--- config.mk ---
export PLATFORM = sky130hd
export DESIGN_NAME = morse_encoder
export DESIGN_NICKNAME = d
export VERILOG_FILES = /design/src/rtl/morse_encoder.sv
export SDC_FILE = /design/constraint.sdc
export NUM_CORES = 1
export LEC_CHECK = 0
export CORE_MARGIN = 2
export CORE_UTILIZATION = 45
export DETAILED_ROUTE_END_ITERATION = 16
export PLACE_DENSITY_LB_ADDON = 0.2
export SYNTH_ARGS = -nofsm -noshare
export SYNTH_HDL_FRONTEND = slang
export SYNTH_SLANG_ARGS = --single-unit
--- constraint.sdc ---
create_clock -name clock -period 3.1 [get_ports clock]
set_input_delay 0.62 -clock clock [delete_from_list [all_inputs] [get_ports clock]]
set_output_delay 0.62 -clock clock [all_outputs]
set_load 0.05 [all_outputs]
--- src/rtl/morse_encoder.sv ---
// Serial Morse encoder: one ASCII character in, two bits per symbol out.
// MORSE_DIGITS_EN adds digits 0-9.
module morse_encoder (
  input  logic       clock,
  input  logic       reset,
  input  logic [7:0] entrada,
  input  logic       valido,
  output logic       pronto,
  output logic       saida,
  output logic       ativo,
  output logic       erro
);

  typedef enum logic [1:0] {IDLE, SYMBOL, TERM} state_t;

  state_t     state, state_n;
  logic [7:0] code, code_n;
  logic [2:0] cnt, cnt_n;
  logic       ph, ph_n;
  logic       np, np_n;
  logic       saida_n, ativo_n, erro_n;
  logic       acc;
  logic [7:0] up;
  logic [2:0] lk_len;
  logic [4:0] lk_code;

  // Codes are read MSB first; a 1 bit is a dash.
  always_comb begin
    up = entrada;
    if (entrada >= 8'h61 && entrada <= 8'h7A)
      up = entrada - 8'h20;
    lk_len  = 3'd0;
    lk_code = 5'b0;
    case (up)
      8'h41: {lk_len, lk_code} = {3'd2, 5'b00001};
      8'h42: {lk_len, lk_code} = {3'd4, 5'b01000};
      8'h43: {lk_len, lk_code} = {3'd4, 5'b01010};
      8'h44: {lk_len, lk_code} = {3'd3, 5'b00100};
      8'h45: {lk_len, lk_code} = {3'd1, 5'b00000};
      8'h46: {lk_len, lk_code} = {3'd4, 5'b00010};
      8'h47: {lk_len, lk_code} = {3'd3, 5'b00110};
      8'h48: {lk_len, lk_code} = {3'd4, 5'b00000};
      8'h49: {lk_len, lk_code} = {3'd2, 5'b00000};
      8'h4A: {lk_len, lk_code} = {3'd4, 5'b00111};
      8'h4B: {lk_len, lk_code} = {3'd3, 5'b00101};
      8'h4C: {lk_len, lk_code} = {3'd4, 5'b00100};
      8'h4D: {lk_len, lk_code} = {3'd2, 5'b00011};
      8'h4E: {lk_len, lk_code} = {3'd2, 5'b00010};
      8'h4F: {lk_len, lk_code} = {3'd3, 5'b00111};
      8'h50: {lk_len, lk_code} = {3'd4, 5'b00110};
      8'h51: {lk_len, lk_code} = {3'd4, 5'b01101};
      8'h52: {lk_len, lk_code} = {3'd3, 5'b00010};
      8'h53: {lk_len, lk_code} = {3'd3, 5'b00000};
      8'h54: {lk_len, lk_code} = {3'd1, 5'b00001};
      8'h55: {lk_len, lk_code} = {3'd3, 5'b00001};
      8'h56: {lk_len, lk_code} = {3'd4, 5'b00001};
      8'h57: {lk_len, lk_code} = {3'd3, 5'b00011};
      8'h58: {lk_len, lk_code} = {3'd4, 5'b01001};
      8'h59: {lk_len, lk_code} = {3'd4, 5'b01011};
      8'h5A: {lk_len, lk_code} = {3'd4, 5'b01100};
`ifdef MORSE_DIGITS_EN
      8'h30: {lk_len, lk_code} = {3'd5, 5'b11111};
      8'h31: {lk_len, lk_code} = {3'd5, 5'b01111};
      8'h32: {lk_len, lk_code} = {3'd5, 5'b00111};
      8'h33: {lk_len, lk_code} = {3'd5, 5'b00011};
      8'h34: {lk_len, lk_code} = {3'd5, 5'b00001};
      8'h35: {lk_len, lk_code} = {3'd5, 5'b00000};
      8'h36: {lk_len, lk_code} = {3'd5, 5'b10000};
      8'h37: {lk_len, lk_code} = {3'd5, 5'b11000};
      8'h38: {lk_len, lk_code} = {3'd5, 5'b11100};
      8'h39: {lk_len, lk_code} = {3'd5, 5'b11110};
`endif
      default: ;
    endcase
  end

  // Ready in idle and while the last bit of a character is on the line.
  assign pronto = (state == IDLE) || (state == TERM && ph);
  assign acc    = valido && pronto;

  always_comb begin
    state_n = state;
    code_n  = code;
    cnt_n   = cnt;
    ph_n    = ph;
    np_n    = np;
    erro_n  = 1'b0;
    if (acc) begin
      code_n = 8'h00;
      cnt_n  = 3'd0;
      ph_n   = 1'b0;
      np_n   = 1'b0;
      if (lk_len != 3'd0) begin
        state_n = SYMBOL;
        code_n  = {3'b000, lk_code};
        cnt_n   = lk_len - 3'd1;
      end else if (entrada == 8'h20) begin
        state_n = TERM;
        np_n    = 1'b1;
      end else begin
        state_n = IDLE;
        erro_n  = 1'b1;
      end
    end else begin
      case (state)
        SYMBOL: begin
          if (!ph) begin
            ph_n = 1'b1;
          end else if (cnt == 3'd0) begin
            state_n = TERM;
            ph_n    = 1'b0;
            np_n    = 1'b0;
          end else begin
            cnt_n = cnt - 3'd1;
            ph_n  = 1'b0;
          end
        end
        TERM: begin
          if (!ph) begin
            ph_n = 1'b1;
          end else begin
            state_n = IDLE;
            ph_n    = 1'b0;
            np_n    = 1'b0;
          end
        end
        default: ;
      endcase
    end
    saida_n = 1'b0;
    case (state_n)
      SYMBOL:  saida_n = ~code_n[cnt_n];
      TERM:    saida_n = np_n ? ph_n : ~ph_n;
      default: saida_n = 1'b0;
    endcase
    ativo_n = (state_n != IDLE);
  end

  always_ff @(posedge clock or posedge reset) begin
    if (reset) begin
      state <= IDLE;
      code  <= 8'h00;
      cnt   <= 3'd0;
      ph    <= 1'b0;
      np    <= 1'b0;
      saida <= 1'b0;
      ativo <= 1'b0;
      erro  <= 1'b0;
    end else begin
      state <= state_n;
      code  <= code_n;
      cnt   <= cnt_n;
      ph    <= ph_n;
      np    <= np_n;
      saida <= saida_n;
      ativo <= ativo_n;
      erro  <= erro_n;
    end
  end

endmodule

==> results of run 1 <==
worst reg2reg max path, cell delays in order (launching register included):
cell and delay, ns:
sky130_fd_sc_hd__dfrtp_1 0.43, sky130_fd_sc_hd__inv_1 0.09, sky130_fd_sc_hd__ha_1 0.25, sky130_fd_sc_hd__a21o_4 0.24, sky130_fd_sc_hd__nand2_2 0.38, sky130_fd_sc_hd__nor3_4 0.06
sky130_fd_sc_hd__a21oi_2 0.17, sky130_fd_sc_hd__mux2_4 0.32, sky130_fd_sc_hd__o311a_1 0.34, sky130_fd_sc_hd__a2bb2oi_2 0.13
path summary, 6_finish.rpt:
path	slack [ns]	endpoint	start
worst max-delay path	0.10	saida	entrada[4]
worst min-delay path	0.50	code[7]	code[7]
worst max register to register	0.59	saida	state[0]
worst min register to register	0.50	code[7]	code[7]
max in group asynchronous	1.95	code[3]	reset
min in group asynchronous	0.71	saida	reset
sequential cells by signal (all words and copies together) (netlist names):
name   cells
code       8
cnt        3
state      2
ativo      1
erro       1
np         1
ph         1
saida      1
repair_timing:
action | in CTS | in global routing
resized for setup | 26 | 8
setup buffers | 7 | 1
endpoints found under the setup margin | 1 | 1
pin swaps | 13 | 4
kinds of logic (layout without fill, tap and decap cells):
| kind of cell | after synthesis | count (layout) | synth area share, % |
|---|---|---|---|
| buffers and inverters | 30 | 87 | 8.69 |
| AOI/OAI and AO/OA | 48 | 48 | 23.8 |
| xor gates and xnor gates | 4 | 4 | 2.87 |
| DFF | 18 | 18 | 30.4 |
| adders and majority gates | 13 | 13 | 11.0 |
| muxes | 5 | 5 | 3.46 |
| and+or+nand+nor | 51 | 51 | 19.8 |
synthesized netlist by cell type (2+ instances only):
master,n
sky130_fd_sc_hd__o21bai_1,2
sky130_fd_sc_hd__a22oi_1,2
sky130_fd_sc_hd__a21oi_1,9
sky130_fd_sc_hd__clkbuf_1,2
sky130_fd_sc_hd__dfrtp_1,18
sky130_fd_sc_hd__and2_1,7
sky130_fd_sc_hd__nand2b_1,3
sky130_fd_sc_hd__buf_2,4
sky130_fd_sc_hd__o21ai_0,11
sky130_fd_sc_hd__nand2_1,11
sky130_fd_sc_hd__ha_1,13
sky130_fd_sc_hd__xnor2_1,3
sky130_fd_sc_hd__a31oi_1,2
sky130_fd_sc_hd__a211oi_1,2
sky130_fd_sc_hd__o31ai_1,2
sky130_fd_sc_hd__mux2i_1,4
sky130_fd_sc_hd__o22ai_1,2
sky130_fd_sc_hd__inv_2,2
sky130_fd_sc_hd__nor2_1,8
sky130_fd_sc_hd__inv_1,20
sky130_fd_sc_hd__nor3_1,6
sky130_fd_sc_hd__nand3_1,3
sky130_fd_sc_hd__nand3b_1,2
through the flow:
stage	worst slack, ns	hold slack (ns)	cell area [µm²]
final	0.100	0.504	2130
after floorplan	0.0148	0.447	1490
after global placement	-0.531	0.469	1930
after global routing	-0.0107	0.515	2130
after detailed placement	-0.610	0.478	1930
after CTS	0.0434	0.507	2090
cell type report:
type | count | area (µm²) | share of cell area (%)
clock buffer | 4 | 36.3 | 1.70
inverter | 22 | 82.6 | 3.88
multi-input combinational | 121 | 1020 | 48.0
sequential | 18 | 450 | 21.1
tap | 44 | 55.1 | 2.58
timing repair buffer | 61 | 484 | 22.7
per-layer routing:
metal | routed length (µm) | global-route usage [%] | up-vias
li1 | - | - | 712
met1 | 1710 | 27.4 | 685
met2 | 1880 | 36.5 | 20
met3 | 124 | 5.88 | 0
met4 | 0 | 2.74 | 0
met5 | 0 | 0 | -
power by group through the flow:
stage | clock network, mW | registers, mW | logic (mW)
final | 0.148 | 0.268 | 0.301
after global routing | 0.168 | 0.270 | 0.328
after CTS | 0.152 | 0.267 | 0.291
after detailed placement | 0 | 0.272 | 0.269
after global placement | 0 | 0.271 | 0.260
after floorplan | 0 | 0.278 | 0.165
==> reports/results.txt, run 1 <==
Required time of the worst setup path - 3.30 ns
Hold path depth - 1
Switch share - 36.3%
Post-synth EDFFs - 0
Overall die area - 3770 µm²
Tightest Hold Check Type - reg2reg
Average footprint of a synthesized cell - 8.77 µm²
VDD IR max - 0.259 mV
HPWL reported at the end of detailed placement - 2740 µm
Pin slew with the least headroom to its limit - 0.688 ns
Slowest stage cell, crit path - sky130_fd_sc_hd__or4b_4
Combinational share of power - 42.0%
Number of antenna cells inserted - 0
Sequential share of the synthesized area - 30.4%
Clock Path Buffers - 2
Count of warnings emitted by yosys - 0
Number of port buffers - 14
WP depth - 12
CP Data Arrival Time - 3.20 ns
Total number of vias - 1,417
Pre-Repair DR Iteration Count - 4
Drt initial violations - 73
Antenna Nets Post-Route - 0
Number of nets in the layout - 251
Final Hold Violating Endpoints - 0
TritonCTS buffer count - 3
Post-CTS Hold Fix Bufs - 0
Placed instance count - 258
Power density over cell area - 336 nW/µm²
CTS tree - yes
Most common cell after layout, fill and taps aside - sky130_fd_sc_hd__buf_4
Area delta synth->final - 43.7%
Die span in y - 61.4 µm
Status - finished, final reports clean
Final setup violation count - 0
Deepest level of the CTS H-tree - 1
Via count of the first global-routing pass - 1,382
Commonest cells after routing, fill and taps aside - sky130_fd_sc_hd__buf_4, sky130_fd_sc_hd__inv_1, sky130_fd_sc_hd__dfrtp_1
Slew Limit Fails - 0
Cells along the critical path - dlygate4sd2_1, or4b_4, o22ai_4, nor2_2, o21ai_1, ha_2, ha_4, nor3_4, a21oi_2, mux2_4, o311a_1, a2bb2oi_2
Kind of critical path - in2reg
Cell types with the largest area share after synthesis - sky130_fd_sc_hd__dfrtp_1, sky130_fd_sc_hd__ha_1, sky130_fd_sc_hd__inv_1, sky130_fd_sc_hd__o21ai_0, sky130_fd_sc_hd__a21oi_1
Endpoint class of the critical path - flip-flop
Share of cells above drive strength 1 - 36.3%
Internal Power - 0.456 mW
Final design utilization - 68.7%
CTS clk-pin slew, worst paths - 0.11 ns
Syn Nets - 193
Post-Synthesis Cells - 169
Final sum of negative setup slack - 0 ns
Initial standard-cell utilization of the core - 47.8%
Worst-case clock skew - 0.00916 ns
Final GP Congestion - 0.783
GRT Residual Overflow - 0
Non-Filler Instances - 270
Final critical path time including I/O delays and setup - 3.00 ns
Period Utilization, post-route - 96.8%
CP Launch Type - input pin
DRC violations left - 0
Maximum operating frequency - 333 MHz
Cell taking the most area after synthesis - sky130_fd_sc_hd__dfrtp_1
GRT Resource Usage Total - 21.2%
Clock power frac - 20.7%
Kind of cell adding the most delay to the critical path - compound AO/OA/AOI/OAI gates
Post-synth cell types - 54
Number of buffers and inverters on the critical path - 1
Leak - 1.06 nW
Average wire per standard cell - 13.7 µm
Slew margin rel. - 54.1%
Core outline area - 3100 µm²
Worst Reg2Reg Path Length in Cells - 9
Pin count of the biggest net entering global routing - 21
Total power of the final layout - 0.717 mW
Antenna violations before repair - 0
Part of the power in registers - 37.3%
Flops & latches, synth - 18
Number of fillers in the final layout - 264
Fraction of registers with async set or reset after synthesis - 100%
Global-route wire length before repair - 5920 µm
Count of clock tree sinks - 18
Area of the mapped netlist - 1480 µm²
Standard-cell rows - 20
Net switching power of the design - 0.260 mW
Root Driver - sky130_fd_sc_hd__clkbuf_4
Total of max-cap violations - 0
Clk_lat worst skew - 0.30 ns
Top flip-flop cell by instance count after synthesis - sky130_fd_sc_hd__dfrtp_1
Wire length reported by the detailed router - 3710 µm
Width of the chip - 61.4 µm
Proportion of netlist area held by the largest area contributor - 30.4%
Highest net fanout along the worst path - 4
Delay of the slowest cell on the worst path - 0.56 ns
Number of placed I/O pins - 15
Post-detailed-route via-to-cell ratio - 5.25
No activity file was read; power rests on OpenSTA's default activity.
==> run 2: changes to the inputs <==
- PLACE_DENSITY_LB_ADDON: 0.2 -> 0.15
==> reports/results.txt, run 2 (synthesis gave the netlist of run 1 again) <==
Status - finished, final reports clean
Clk_lat worst skew - 0.30 ns
Required time of the worst setup path - 3.29 ns
Period Utilization, post-route - 97.8%
Kind of critical path - in2reg
Slowest stage cell, crit path - sky130_fd_sc_hd__or4b_4
Post-CTS Hold Fix Bufs - 0
Final Hold Violating Endpoints - 0
TritonCTS buffer count - 3
Worst setup endpoint - saida
Standard-cell rows - 20
Leak - 1.08 nW
HPWL reported at the end of detailed placement - 2690 µm
CTS clk-pin slew, worst paths - 0.10 ns
Final design utilization - 70.9%
Met2 Usage GRT - 35.4%
Flip-flop count of the largest register after layout - 8
Total power of the final layout - 0.735 mW
Most common cell after layout, fill and taps aside - sky130_fd_sc_hd__buf_4
Overall die area - 3770 µm²
Share of cells above drive strength 1 - 39.6%
Initial standard-cell utilization of the core - 47.8%
Root Driver - sky130_fd_sc_hd__clkbuf_4
Tightest Hold Check Type - reg2reg
Pin count of the biggest net entering global routing - 21
Worst hold margin - 0.495 ns
Number of nets in the layout - 252
Wire length reported by the detailed router - 3770 µm
Final critical path time including I/O delays and setup - 3.03 ns
Number of antenna cells inserted - 0
Post-detailed-route via-to-cell ratio - 5.32
Pin slew with the least headroom to its limit - 0.686 ns
Worst Reg2Reg Path Length in Cells - 9
Final setup violation count - 0
Number of buffers and inverters on the critical path - 2
Multi-input logic area - 1060 µm²
Worst setup path start - entrada[1]
Antenna violations before repair - 0
Antenna Nets Post-Route - 0
Cell area after layout - 2200 µm²
Worst reg2reg path endpoint - saida
GRT Resource Usage Total - 21.5%
Critical register-to-register path startpoint - state[0]
DRC violations left - 0
Via count of the first global-routing pass - 1,376
Number of fillers in the final layout - 257
Maximum operating frequency - 330 MHz
Met3 track utilization from global routing - 4.41%
Area delta synth->final - 48.4%
Total placed instance area - 1920 µm²
Global-route wire length before repair - 6050 µm
Total of max-cap violations - 0
Number of placed I/O pins - 15
Slew margin rel. - 54.2%
CTS tree - yes
Final GP Congestion - 0.809
Register Area - 450 µm²
CP Launch Type - input pin
GRT Residual Overflow - 0
Kind of cell adding the most delay to the critical path - compound AO/OA/AOI/OAI gates
Total number of vias - 1,442
CP Data Arrival Time - 3.22 ns
Highest net fanout along the worst path - 3
Number of port buffers - 14
Drt initial violations - 89
Die span in y - 61.4 µm
WP depth - 13
Pre-Repair DR Iteration Count - 4
Average wire per standard cell - 13.9 µm
Deepest level of the CTS H-tree - 1
Global routing usage on met1 - 29.7%
Endpoint class of the critical path - flip-flop
Power density over cell area - 334 nW/µm²
Register ranked first by flip-flop count - code
Core outline area - 3100 µm²
Busiest layer in global routing - met2
Worst R2R Setup Slack - 0.53 ns
Slew Limit Fails - 0
Cells along the critical path - clkdlybuf4s15_1, or4b_4, o22ai_4, nor2_2, o21ai_1, ha_2, ha_4, buf_12, nor3_4, a21oi_2, mux2_4, o311a_1, a2bb2oi_2
Largest registers - code x8, cnt x3, state x2
Delay of the slowest cell on the worst path - 0.56 ns
Count of clock tree sinks - 18
Worst-case clock skew - 0.00602 ns
Commonest cells after routing, fill and taps aside - sky130_fd_sc_hd__buf_4, sky130_fd_sc_hd__inv_1, sky130_fd_sc_hd__dfrtp_1
Width of the chip - 61.4 µm
Clock Path Buffers - 2
VDD IR max - 0.219 mV
Final sum of negative setup slack - 0 ns
-- run 2: changes by cell type in the layout (fill, tap and decap cells not counted), moves of 2 or more --
| cell | previous run | this run |
|---|---|---|
| sky130_fd_sc_hd__dlygate4sd2_1 | 5 | 1 |
| sky130_fd_sc_hd__ha_1 | 11 | 8 |
| sky130_fd_sc_hd__dlymetal6s2s_1 | 1 | 3 |
| sky130_fd_sc_hd__ha_4 | 1 | 3 |
| sky130_fd_sc_hd__inv_1 | 20 | 18 |
| sky130_fd_sc_hd__inv_2 | 2 | 4 |
| sky130_fd_sc_hd__o21bai_1 | 0 | 2 |
-- run 2: repair_timing --
action                                  4_1_cts  5_1_grt
cloned                                        0        0
gates resized for setup                      22       26
hold endpoints to repair                      0        0
endpoints found under the setup margin        1        1
pin swaps                                    14       17
setup buffers                                 7        4
-- run 2: report_power, final --
| part | leakage [nW] | switching, mW | internal (mW) | total [mW] |
|---|---|---|---|---|
| clock network | 0.0210 | 0.0724 | 0.0717 | 0.144 |
| logic | 0.809 | 0.178 | 0.145 | 0.323 |
| registers | 0.245 | 0.0167 | 0.251 | 0.268 |
| total | 1.08 | 0.267 | 0.468 | 0.735 |
-- run 2: area by class of cell --
cell class | instances | area share, %
clock buffers | 4 | 1.65
flip-flops and latches | 18 | 20.5
multi-input cells | 121 | 48.4
repair buffers | 62 | 23.3
inverters | 22 | 3.75
well taps | 44 | 2.50
-- run 2: worst min path at each step --
stage | from | endpoint | slack (ns) | depth (start not counted)
floorplan | code[2] | code[2] | 0.45 | 2
global placement | code[6] | code[6] | 0.47 | 1
detailed placement | code[7] | code[7] | 0.47 | 1
CTS | code[4] | code[4] | 0.50 | 1
global route | code[4] | code[4] | 0.52 | 1
finish | code[4] | code[4] | 0.50 | 1
-- run 2: worst register-to-register path: cells and delay by family, from the launching register on --
kind | cells | cell delay, ns
simple gates | 2 | 0.48
buf+inv | 1 | 0.09
mux | 1 | 0.32
fa+ha+maj | 1 | 0.25
flops | 1 | 0.43
compound gates | 4 | 0.90
-- run 2: per-stage QoR --
stage | worst slack, ns | std cells
6_report | 0.0675 | 271
5_1_grt | -0.0259 | 271
4_1_cts | 0.0111 | 267
3_5_place_dp | -0.680 | 256
3_3_place_gp | -0.534 | 256
2_1_floorplan | 0.0148 | 169
-- run 2: metal layers --
layer  routed length (µm)  vias to the layer above
met4                   19                        0
li1                     -                      712
met2                 1830                       28
met5                    0                        -
met3                  130                        4
met1                 1780                      698
